--- src/rtl/dec_display_scan.sv ---
// rtl/dec_display_scan.sv - frame-snapshotted, time-multiplexed 7-segment scanner
// Optional: SEG_LZB_EN enables leading-zero blanking.
module dec_display_scan #(
    parameter int NDIG       = 4,
    parameter int PRESCALE   = 1000,
    parameter int ACTIVE_LOW = 1
) (
    input  logic                clk,
    input  logic                reset,
    input  logic                en,
    input  logic [4*NDIG-1:0]   digits_in,
    output logic [6:0]          seg,
    output logic [NDIG-1:0]     an,
    output logic                frame_start
);
    localparam int PW = (PRESCALE > 1) ? $clog2(PRESCALE) : 1;
    localparam int IW = (NDIG > 1) ? $clog2(NDIG) : 1;
    localparam logic [PW-1:0]   PRE_MAX = PW'(PRESCALE - 1);
    localparam logic [IW-1:0]   IDX_MAX = IW'(NDIG - 1);
    localparam logic [6:0]      SEG_OFF = (ACTIVE_LOW != 0) ? 7'h7F : 7'h00;
    localparam logic [NDIG-1:0] AN_OFF  = (ACTIVE_LOW != 0) ? {NDIG{1'b1}} : {NDIG{1'b0}};

    logic [PW-1:0]     pre_cnt;
    logic [IW-1:0]     dig_idx;
    logic [4*NDIG-1:0] frame;
    logic              primed;
    logic              tick;
    logic              load;
    logic [3:0]        cur_code;
    logic [6:0]        seg_pat;
    logic [NDIG-1:0]   an_hot;

    function automatic logic [6:0] glyph(input logic [3:0] code);
        case (code)
            4'd0:    glyph = 7'h3F;
            4'd1:    glyph = 7'h06;
            4'd2:    glyph = 7'h5B;
            4'd3:    glyph = 7'h4F;
            4'd4:    glyph = 7'h66;
            4'd5:    glyph = 7'h6D;
            4'd6:    glyph = 7'h7D;
            4'd7:    glyph = 7'h07;
            4'd8:    glyph = 7'h7F;
            4'd9:    glyph = 7'h6F;
            default: glyph = 7'h40;
        endcase
    endfunction

    assign tick     = (pre_cnt == PRE_MAX);
    assign load     = en && (!primed || (tick && dig_idx == IDX_MAX));
    assign cur_code = frame[{dig_idx, 2'b00} +: 4];

    always_comb begin
        an_hot = '0;
        for (int i = 0; i < NDIG; i++) begin
            an_hot[i] = (dig_idx == IW'(i));
        end
    end

`ifdef SEG_LZB_EN
    logic [NDIG-1:0] lzb_mask;
    logic [NDIG-1:0] lzb_next;

    // A digit is blanked while every digit from the top down to it is zero.
    always_comb begin
        logic run;
        run      = 1'b1;
        lzb_next = '0;
        for (int i = NDIG - 1; i >= 0; i--) begin
            run         = run && (digits_in[4*i +: 4] == 4'd0);
            lzb_next[i] = run && (i != 0);
        end
    end

    always_ff @(posedge clk) begin
        if (reset) begin
            lzb_mask <= '0;
        end else if (load) begin
            lzb_mask <= lzb_next;
        end
    end

    always_comb begin
        seg_pat = lzb_mask[dig_idx] ? 7'h00 : glyph(cur_code);
    end
`else
    always_comb begin
        seg_pat = glyph(cur_code);
    end
`endif

    always_ff @(posedge clk) begin
        if (reset) begin
            pre_cnt     <= '0;
            dig_idx     <= '0;
            frame       <= '0;
            primed      <= 1'b0;
            frame_start <= 1'b0;
            seg         <= SEG_OFF;
            an          <= AN_OFF;
        end else begin
            frame_start <= load;
            if (load) begin
                frame <= digits_in;
            end
            if (en && !primed) begin
                primed <= 1'b1;
            end else if (en) begin
                pre_cnt <= tick ? '0 : pre_cnt + 1'b1;
                if (tick) begin
                    dig_idx <= (dig_idx == IDX_MAX) ? '0 : dig_idx + 1'b1;
                end
            end
            // Outputs reflect the state before this edge: one cycle of latency.
            if (en && primed) begin
                seg <= (ACTIVE_LOW != 0) ? ~seg_pat : seg_pat;
                an  <= (ACTIVE_LOW != 0) ? ~an_hot : an_hot;
            end else begin
                seg <= SEG_OFF;
                an  <= AN_OFF;
            end
        end
    end
endmodule
--- config.mk ---
export PLATFORM = sky130hd
export DESIGN_NAME = dec_display_scan
export DESIGN_NICKNAME = d
export VERILOG_FILES = /design/src/rtl/dec_display_scan.sv
export SDC_FILE = /design/constraint.sdc
export NUM_CORES = 1
export LEC_CHECK = 0
export ABC_CLOCK_PERIOD_IN_PS = 4300
export CAP_MARGIN = 20
export CORE_UTILIZATION = 30
export CTS_BUF_LIST = sky130_fd_sc_hd__clkbuf_16
export DETAILED_ROUTE_END_ITERATION = 12
export GPL_ROUTABILITY_DRIVEN = 0
export PLACE_DENSITY_LB_ADDON = 0.1
export SKIP_LAST_GASP = 1
export SLEW_MARGIN = 0
export SYNTH_ARGS = -nofsm -noshare
export SYNTH_HDL_FRONTEND = slang
export SYNTH_SLANG_ARGS = --single-unit
--- constraint.sdc ---
create_clock -name clk -period 4.3 [get_ports clk]
set_input_delay 0.43 -clock clk [delete_from_list [all_inputs] [get_ports clk]]
set_output_delay 0.43 -clock clk [all_outputs]
set_load 0.02 [all_outputs]
# Word level (Yosys, flattened, before mapping)
# Memories as Yosys holds them, arrays and structs flattened.
# Cells that the tools add are included.
[totals]
register_bits = 41
rom_bits = 112
input_bits = 19
output_inout_bits = 12
word_cells = 31
mem_count = 1
[mem_list]
columns = ["memory", "words", "width", "read_ports", "rd_clocked_by_memory_dff", "wr", "line_no", "source"]
rows = [
  ["(name not given)", 16, 7, 1, 0, 0, "34", "case (code)"],
]
[op_classes]
n_addsub = 2
eq_ne = 4
shifts = 1
n_mux = 2
bitwise = 4
reduce_logical = 10
[ops]
columns = ["cell", "n"]
rows = [
  ["indexed part select 16 x 5 -> 4 bit", 1],
  ["adder 10 x 1 -> 10 bit (second input constant)", 1],
  ["== test 10 bit (second input constant)", 1],
  ["two-way mux 10 bit", 1],
  ["inverter 7 bit", 1],
  ["== test 2 bit (second input constant)", 2],
  ["logical AND 1 bit", 4],
  ["inverter 4 bit", 1],
  ["AND reduction 3 bit", 1],
  ["adder 2 x 1 -> 2 bit (second input constant)", 1],
  ["== test 2 x 1 -> 1 bit (second input constant)", 1],
  ["logical NOT 2 bit", 1],
  ["two-way mux 2 bit", 1],
  ["inverter 1 bit", 2],
  ["AND reduction 2 bit", 1],
  ["OR reduction 2 bit", 1],
  ["logical NOT 1 bit", 1],
  ["logical OR 1 bit", 1],
]

# Longest topological paths before layout
# Gate-level depths: netlist of the first run.
[depth]
ltp_word = 4
ltp_mapped = 7
ltp_nobuf = 6

# Worst setup path after synthesis of the first run
# No wires, ideal clock.
[synth_timing]
path_kind = "register -> register"
from = "register dig_idx[0]"
to = "register seg[3]"
setup_ns = 0.131
arrival_ns = 1.706
required_ns = 4.169
slack_ns = 2.462
stages_incl_launch_ff = 7
n_path_buf = 1
synth_period_minus_slack_ns = 1.838
path_cell_list = "dfxtp_1 > buf_6 > mux4_1 > ha_1 > or2_4 > a21oi_2 > o21ai_1"
[synth_via]
elab_chain_cells = 3
[synth_lines]
columns = ["item", "line_no", "source"]
rows = [
  ["start, declared", "24", "logic [IW-1:0] dig_idx;"],
  ["start signal, assigned", "111", "dig_idx <= (dig_idx == IDX_MAX) ? '0 : dig_idx + 1'b1;"],
  ["indexed part select 16 x 5 -> 4 bit", "51", "assign cur_code = frame[{dig_idx, 2'b00} +: 4];"],
  ["memory (16 x 7 bit)", "--", ""],
  ["inverter 7 bit", "116", "seg <= (ACTIVE_LOW != 0) ? ~seg_pat : seg_pat;"],
  ["end signal, assigned", "116", ""],
  ["end, declared", "12", "output logic [6:0] seg,"],
]
# Every way passes these cells.
# A chain may end at the register's enable or synchronous reset.

# Worst setup path after layout of the first run
[layout_timing]
from = "register dig_idx[0]"
to = "register seg[0]"
# The elaborated chain is that of the path after synthesis.

==> run_results.csv, run 1 <==
group,metric,value,unit
run_status,status,"completed",
yosys,ys.flop_type,"dfxtp_1",
flow_run,drv_cap,0,
sta,clock_skew,0.00426,ns
route,ant_nets,0,
route,wl_per_cell,12.0,um
global_route,grt_pass1_wl,5950,um
critical_path,path_cells,"mux4_1, ha_1, or2_4, a21oi_1, o21ai_1",
sta,tightestPinTransition,0.822,ns
critical_path,criticalPathCategory,"reg2reg",
die,initial_core_util,31.8,%
placed_design,numPlacedInstances,274,
sta,layout_setup_ws,2.23,ns
die,dieArea,6300,um^2
cells_and_area,final_layout_size_suffix_gt1_share,8.10,%
route,vias_per_cell,4.63,
cells_and_area,fillCellCount,556,
sta,post-route-period-util,48.1,%
sta,rsz0062_at_grt,"no",
critical_path,required,4.44,ns
sta,setup_viol,0,
critical_path,critPathMaxFanout,9,
die,core_area,5640,um^2
yosys,yosys_warnings,0,
yosys,synth_top_area_share,45.7,%
die,die_x,79.4,um
cts,clockRootBuffer,"clkbuf_16",
global_route,grt_max_degree,25,
cells_and_area,final_nets,238,
sta,final.min_clock_period,2.07,ns
cells_and_area,final_cell_mix,"dfxtp_1, nor2_1, clkdlybuf4s50_1",
route,drt_iter0_drc,82,
placed_design,hpwl,2490,um
yosys,yosysUniqueCellTypes,37,
route,drc,0,
cells_and_area,synthToLayoutAreaGrowth,27.7,%
global_route,antenna_found_initial,0,
critical_path,worst_setup_path_end_kind,"flip-flop",
placed_design,numPortBuffers,30,
critical_path,critPathSlowestCell,"mux4_1",
yosys,netlist_instances,178,
yosys,post_synth.cell_area_avg,10.1,um^2
cts,path_clk_slew,0.06,ns
hold_path,hold_path_class,"reg2reg",
critical_path,slowest_delay,0.67,ns
sta,drv_slew,0,
cts,numClockSinks,41,
global_route,grt_overflow,0,
placed_design,place_ws,1.96,ns
sta,finalHoldViolCount,0,
cells_and_area,post-route-util,40.7,%
yosys,ys_ff_latch,41,
sta,tns,0,ns
power_and_ir_drop,power_density,367,nW/um^2
die,floorplan.io_pins,31,
power_and_ir_drop,p_leak,0.889,nW
cells_and_area,antenna-diode-count,0,
global_route,grt.total_usage,12.2,%
die,rows,27,
cts,postCtsHoldBufs,0,
die,die_y,79.4,um
critical_path,arrival,2.20,ns
cts,clockBufferDepth,2,
yosys,synth_fp_nets,207,
yosys,synth_top_cell_by_area,"dfxtp_1",
cts,cts_tree,"yes",
yosys,synth.yosys.seq_area_share,45.7,%
cts,cts_setup_buffers,0,
sta,max_freq,484,MHz
critical_path,start_kind,"flip-flop",
critical_path,crit_buf_inv,0,
cts,cts_buffers,5,
power_and_ir_drop,irDropWorstVdd,0.172,mV
route,totalWireLength,3390,um
yosys,synthTopCellsByArea,"dfxtp_1, mux2i_1, ha_1, nor2_1, mux4_2",
sta,relSlewSlack,45.0,%
yosys,synthArstFlopShare,0,%
cts,htreeDepth,2,
route,vias,1306,
cts,insertion_delay,0.28,ns
global_route,grt_pass1_vias,1246,
cells_and_area,seq_area,821,um^2
cells_and_area,layout_commonest_cell,"dfxtp_1",
yosys,synth_edf_count,0,
route,drtPass1Iterations,4,
critical_path,crit_family,"multiplexers",
cts,cts_resized,0,
cells_and_area,multi_input_area,907,um^2
yosys,synth_area,1800,um^2
cells_and_area,fin_cells,282,
==> synthesized netlist by cell type, types with 2 or more instances <==
library cell / instances
nor2_1: 31
nand2_1: 14
o21ai_1: 4
ha_1: 10
xnor2_1: 4
a21oi_1: 7
inv_1: 7
mux4_2: 3
o21ai_0: 2
nand3_1: 3
nor4_1: 3
clkbuf_1: 4
mux2i_1: 18
xor2_1: 4
nand2b_1: 2
dfxtp_1: 41
==> metal layers <==
metal	track usage [%]	routed length, um	up-vias
met5	0	0	-
met4	4.55	47	0
met3	3.77	166	6
met2	18.7	1510	32
met1	16.0	1660	600
li1	-	-	668
==> area by class of cell <==
cell class	count	share of cell area (%)
Clock buffer	5	5.45
Clock inverter	3	0.763
Inverter	7	1.15
Multi-Input combinational cell	123	39.5
Sequential cell	41	35.8
Tap cell	72	3.93
Timing Repair Buffer	31	13.4
==> report_power, final <==
group / switching (mW) / internal (mW)
Combinational: 0.0382 / 0.0441
Sequential: 0.00735 / 0.394
Clock: 0.145 / 0.213
Total: 0.191 / 0.650
==> kinds of logic (layout without fill, tap and decap cells) <==
family                   Yosys count  in the layout  synth area share (%)
AND/OR/NAND/NOR                   65             65                  17.3
flip-flops                        41             41                  45.7
multiplexers                      22             22                  15.3
AO/OA/AOI/OAI                     18             18                  6.48
buffers and inverters             14             46                  4.46
adder cells (fa/ha/maj)           10             10                  6.96
XOR/XNOR                           8              8                  3.90
==> worst reg2reg max path, delay by kind of cell (launching register included) <==
kind            cells  cell delay [ns]
mux                 1             0.68
flops               1             0.58
simple gates        1             0.25
fa+ha+maj           1             0.23
compound gates      2             0.20
==> registers in the layout, summed over array words and instances (netlist names) <==
register,count
frame,16
pre_cnt,10
seg,7
an,4
dig_idx,2
frame_start,1
primed,1
==> final timing paths <==
path	from	to	slack, ns	cells after the start
hold reg to reg	frame[7]	frame[7]	0.49	2
hold / removal	frame[7]	frame[7]	0.49	2
setup reg to reg	dig_idx[0]	seg[0]	2.23	5
setup / recovery	dig_idx[0]	seg[0]	2.23	5
==> stage by stage <==
| stage | total power [mW] | hold slack, ns | cell area, um^2 |
|---|---|---|---|
| floorplan | 0.460 | 0.451 | 1800 |
| global placement | 0.490 | 0.465 | 2150 |
| detailed placement | 0.493 | 0.484 | 2150 |
| CTS | 0.857 | 0.498 | 2290 |
| global route | 0.883 | 0.514 | 2290 |
| finish | 0.841 | 0.491 | 2290 |
No activity file was read; power rests on OpenSTA's default activity.
==> inputs of run 2 (changes only) <==
--- a/config.mk
+++ b/config.mk
@@ -5,7 +5,7 @@
 export SDC_FILE = /design/constraint.sdc
 export NUM_CORES = 1
 export LEC_CHECK = 0
-export ABC_CLOCK_PERIOD_IN_PS = 4300
+export ABC_CLOCK_PERIOD_IN_PS = 2009
 export CAP_MARGIN = 20
 export CORE_UTILIZATION = 30
 export CTS_BUF_LIST = sky130_fd_sc_hd__clkbuf_16
==> constraint.sdc (replaced) <==
create_clock -name clk -period 2.01 [get_ports clk]
set_input_delay 0.201 -clock clk [delete_from_list [all_inputs] [get_ports clk]]
set_output_delay 0.201 -clock clk [all_outputs]
set_load 0.02 [all_outputs]
==> run_results.csv, run 2 (same netlist as run 1, synthesis figures left out) <==
group,metric,value,unit
die,dieArea,6300,um^2
cts,numClockSinks,41,
die,core_area,5640,um^2
sta,relSlewSlack,78.0,%
cells_and_area,final_layout_size_suffix_gt1_share,11.1,%
route,totalWireLength,3370,um
die,floorplan.io_pins,31,
sta,post-route-period-util,94.1,%
power_and_ir_drop,irDropWorstVdd,0.453,mV
global_route,grt_pass1_wl,5590,um
sta,tns,0,ns
global_route,grt_pass1_vias,1255,
die,die_x,79.4,um
route,drc,0,
cells_and_area,largest_register,"frame",
sta,final.min_clock_period,1.89,ns
cts,cts_buffers,5,
global_route,grt.total_usage,11.7,%
hold_path,hold_path_class,"reg2reg",
route,drtPass1Iterations,5,
sta,whs,0.482,ns
power_and_ir_drop,p_int,1.53,mW
route,wl_per_cell,11.7,um
critical_path,path_cells,"buf_6, ha_2, nand4b_1, o41ai_4, buf_4, clkbuf_16, mux2i_1, nor2_1",
global_route,grt_overflow,0,
sta,finalHoldViolCount,0,
sta,drv_slew,0,
route,vias,1337,
placed_design,numPortBuffers,30,
route,drt_iter0_drc,55,
sta,layout_setup_ws,0.118,ns
die,initial_core_util,31.8,%
cells_and_area,final_nets,245,
sta,clock_skew,0.00351,ns
die,rows,27,
cells_and_area,reg_top3,"frame: 16 flops, pre_cnt: 10 flops, seg: 7 flops",
power_and_ir_drop,switching_power,398,uW
power_and_ir_drop,pwr-share-seq,44.6,%
sta,setup_viol,0,
critical_path,critPathMaxFanout,8,
sta,max_freq,529,MHz
critical_path,required,2.17,ns
cts,insertion_delay,0.28,ns
placed_design,place_ws,0.166,ns
power_and_ir_drop,switching_share,20.7,%
global_route,antenna_found_initial,0,
run_status,status,"completed",
sta,tightestPinTransition,0.325,ns
critical_path,worst_setup_path_end_kind,"flip-flop",
critical_path,arrival,2.06,ns
cts,htreeDepth,2,
cts,clockRootBuffer,"clkbuf_16",
cells_and_area,synthToLayoutAreaGrowth,33.8,%
cells_and_area,layout_commonest_cell,"dfxtp_1",
power_and_ir_drop,total_power,1.93,mW
cells_and_area,largest_register_ffs,16,
cts,path_clk_slew,0.06,ns
placed_design,hpwl,2480,um
cells_and_area,antenna-diode-count,0,
critical_path,slowest_delay,0.37,ns
critical_path,criticalPathCategory,"reg2reg",
cts,postCtsHoldBufs,0,
cells_and_area,final_cell_mix,"dfxtp_1, nor2_1, clkdlybuf4s50_1",
critical_path,start_kind,"flip-flop",
power_and_ir_drop,p_leak,0.947,nW
global_route,grt_max_degree,23,
route,vias_per_cell,4.63,
cts,clockBufferDepth,2,
die,die_y,79.4,um
power_and_ir_drop,power_frac_comb,10.0,%
power_and_ir_drop,p_clk_share,45.4,%
route,ant_nets,0,
cts,cts_tree,"yes",
critical_path,critPathSlowestCell,"dfxtp_2",
power_and_ir_drop,power_density,801,nW/um^2
flow_run,drv_cap,0,
-- run 2: timing repair --
item                                    4_1_cts  5_1_grt
endpoints found under the setup margin        0        3
hold endpoints to repair                      0        0
resized for setup                             0        3
buffers inserted                              0        1
-- run 2: cell type report --
| class | instances | area, um^2 |
|---|---|---|
| fillers | 538 | 3240 |
| multi-input cells | 123 | 910 |
| flip-flops and latches | 41 | 822 |
| repair buffers | 38 | 394 |
| clock buffers | 5 | 125 |
| well taps | 72 | 90.1 |
| clock inverters | 3 | 37.5 |
| inverters | 7 | 26.3 |
-- run 2: worst paths after layout --
path	startpoint	to	slack [ns]	cells after the start
max reg2reg	dig_idx[0]	frame[5]	0.12	8
min	pre_cnt[1]	pre_cnt[1]	0.48	2
min reg2reg	pre_cnt[1]	pre_cnt[1]	0.48	2
max	dig_idx[0]	frame[5]	0.12	8
-- run 2: worst max-delay path, delay by kind of cell (launching register included) --
kind                       cells  cell delay [ns]
buffers and inverters          3             0.49
DFF                            1             0.37
AOI/OAI and AO/OA              1             0.34
adders and majority gates      1             0.20
and+or+nand+nor                2             0.20
muxes                          1             0.18
-- run 2: power groups by stage --
stage	logic (mW)	registers, mW	clock network (mW)
4_1_cts	0.185	0.859	0.904
3_3_place_gp	0.181	0.875	0
3_5_place_dp	0.184	0.877	0
2_1_floorplan	0.105	0.879	0
6_report	0.193	0.859	0.874
5_1_grt	0.213	0.862	0.944
-- run 2: per-layer routing --
| metal | GRT usage, % | part of all wire [%] |
|---|---|---|
| met1 | 14.9 | 50 |
| met2 | 17.4 | 42 |
| met3 | 3.89 | 5.5 |
| met4 | 6.00 | 2.0 |
| met5 | 0 | 0 |
-- run 2: per-stage QoR --
| step | cells | util, % | cell area [um^2] |
|---|---|---|---|
| 4_1_cts | 287 | 41.9 | 2360 |
| 2_1_floorplan | 178 | - | 1800 |
| 5_1_grt | 289 | 42.6 | 2400 |
| 3_3_place_gp | 279 | 39.0 | 2200 |
| 6_report | 289 | 42.6 | 2400 |
| 3_5_place_dp | 279 | 39.0 | 2200 |
==> inputs of run 3 (changes only) <==
--- a/config.mk
+++ b/config.mk
@@ -9,9 +9,11 @@
 export CAP_MARGIN = 20
 export CORE_UTILIZATION = 30
 export CTS_BUF_LIST = sky130_fd_sc_hd__clkbuf_16
+export CTS_CLUSTER_SIZE = 8
 export DETAILED_ROUTE_END_ITERATION = 12
 export GPL_ROUTABILITY_DRIVEN = 0
 export PLACE_DENSITY_LB_ADDON = 0.1
+export REMOVE_ABC_BUFFERS = 1
 export SKIP_LAST_GASP = 1
 export SLEW_MARGIN = 0
 export SYNTH_ARGS = -nofsm -noshare
==> run_results.csv, run 3 (same netlist as run 1, synthesis figures left out) <==
group,metric,value,unit
global_route,grt_max_degree,21,
hold_path,min_to,"pre_cnt[1]",
cts,cts_buffers,5,
route,vias,1329,
sta,whs,0.479,ns
route,drt_iter0_drc,60,
die,die_y,79.4,um
cts,cts_setup_buffers,0,
cells_and_area,seq_area,821,um^2
cts,numClockSinks,41,
critical_path,critPathSlowestCell,"dfxtp_1",
sta,drv_slew,0,
placed_design,place_ws,0.182,ns
critical_path,r2r_end,"frame[10]",
sta,tightestPinTransition,0.337,ns
cts,path_clk_slew,0.06,ns
route,vias_per_cell,4.61,
cells_and_area,final_cell_mix,"dfxtp_1, nor2_1, clkdlybuf4s50_1",
critical_path,arrival,1.99,ns
global_route,grt.total_usage,11.7,%
placed_design,numPortBuffers,30,
critical_path,required,2.17,ns
cells_and_area,antenna-diode-count,0,
route,wl_per_cell,12.0,um
placed_design,hpwl,2550,um
cells_and_area,largest_register_ffs,16,
die,rows,27,
sta,final.min_clock_period,1.83,ns
route,totalWireLength,3450,um
cells_and_area,multi_input_area,907,um^2
cells_and_area,post-route-util,42.2,%
global_route,grt_pass1_wl,5820,um
global_route,grt_overflow,0,
critical_path,worst_setup_path_end_kind,"flip-flop",
run_status,status,"completed",
power_and_ir_drop,irDropWorstVdd,0.470,mV
cts,cts_resized,0,
critical_path,path_cells,"buf_4, ha_1, nand4b_1, o41ai_4, buf_12, mux2i_1, nor2_1",
critical_path,critPathMaxFanout,17,
die,dieArea,6300,um^2
critical_path,start_kind,"flip-flop",
cts,htreeDepth,2,
critical_path,criticalPathCategory,"reg2reg",
placed_design,numPlacedInstances,280,
die,core_area,5640,um^2
cells_and_area,synthToLayoutAreaGrowth,32.5,%
global_route,antenna_found_initial,0,
placed_design,place_area,2210,um^2
sta,rsz0062_at_grt,"no",
cts,clockBufferDepth,2,
cells_and_area,reg_top3,"frame: 16 flops, pre_cnt: 10 flops, seg: 7 flops",
cells_and_area,layout_commonest_cell,"dfxtp_1",
hold_path,min_path_cells,2,
cells_and_area,final_nets,244,
sta,finalHoldViolCount,0,
hold_path,hold_path_class,"reg2reg",
cts,postCtsHoldBufs,0,
sta,setup_viol,0,
cells_and_area,fin_cells,288,
cts,cts_tree,"yes",
power_and_ir_drop,p_leak,0.935,nW
cells_and_area,fillCellCount,527,
cells_and_area,largest_register,"frame",
sta,clock_skew,0.00601,ns
critical_path,reg2reg_slack,0.18,ns
sta,layout_setup_ws,0.180,ns
route,drc,0,
route,ant_nets,0,
power_and_ir_drop,power_density,814,nW/um^2
hold_path,worstHoldStart,"pre_cnt[1]",
flow_run,drv_cap,0,
die,floorplan.io_pins,31,
sta,relSlewSlack,77.3,%
cts,clockRootBuffer,"clkbuf_16",
global_route,grt_pass1_vias,1256,
sta,max_freq,546,MHz
die,initial_core_util,31.8,%
cells_and_area,final_area,2380,um^2
sta,post-route-period-util,91.1,%
critical_path,slowest_delay,0.40,ns
cts,insertion_delay,0.28,ns
route,drtPass1Iterations,4,
cells_and_area,final_layout_size_suffix_gt1_share,10.6,%
critical_path,timing.rr.start,"dig_idx[0]",
die,die_x,79.4,um
critical_path,rr_worst_depth,7,
[run 3: cell count changes in the layout (fill, tap and decap cells not counted), sizes merged]
cell,delta
clkbuf,-1
clkinvlp,+1
inv,-1
[run 3: final cells by class]
| type | count | share of cell area [%] |
|---|---|---|
| Multi-Input combinational cell | 123 | 38.1 |
| Inverter | 7 | 1.10 |
| Clock buffer | 5 | 5.25 |
| Clock inverter | 3 | 1.94 |
| Tap cell | 72 | 3.78 |
| Timing Repair Buffer | 37 | 15.3 |
| Sequential cell | 41 | 34.5 |
[run 3: report_power, final]
part	leakage (nW)	internal, mW	total [mW]	switching (mW)
combinational	0.520	0.101	0.183	0.0829
sequential	0.335	0.842	0.859	0.0167
clock	0.0800	0.587	0.896	0.309
[run 3: how the worst max path moves through the flow]
stage / start / to / slack, ns
floorplan: dig_idx[0] / frame[0] / -0.65
global placement: en / dig_idx[0] / 0.20
CTS: dig_idx[0] / frame[15] / 0.16
detailed placement: dig_idx[0] / frame[15] / 0.18
finish: dig_idx[0] / frame[10] / 0.18
global route: dig_idx[0] / frame[0] / 0.02
[run 3: per-stage QoR]
stage / TNS (ns) / power [mW]
2_1_floorplan: -10.83 / 0.973
3_3_place_gp: 0 / 1.06
3_5_place_dp: 0 / 1.06
4_1_cts: 0 / 1.97
5_1_grt: 0 / 2.02
6_report: 0 / 1.94
[run 3: critical path: cells and delay by family (launching register included)]
family,cells,cell delay (ns)
flip-flops,1,0.40
buffers and inverters,2,0.39
AO/OA/AOI/OAI,1,0.29
adder cells (fa/ha/maj),1,0.22
AND/OR/NAND/NOR,2,0.22
multiplexers,1,0.19
[run 3: layer usage]
metal | global-route usage, % | share of wire (%)
met1 | 15.6 | 49
met3 | 2.97 | 6.7
met5 | 0 | 0
met2 | 18.3 | 44
met4 | 4.55 | 0.44
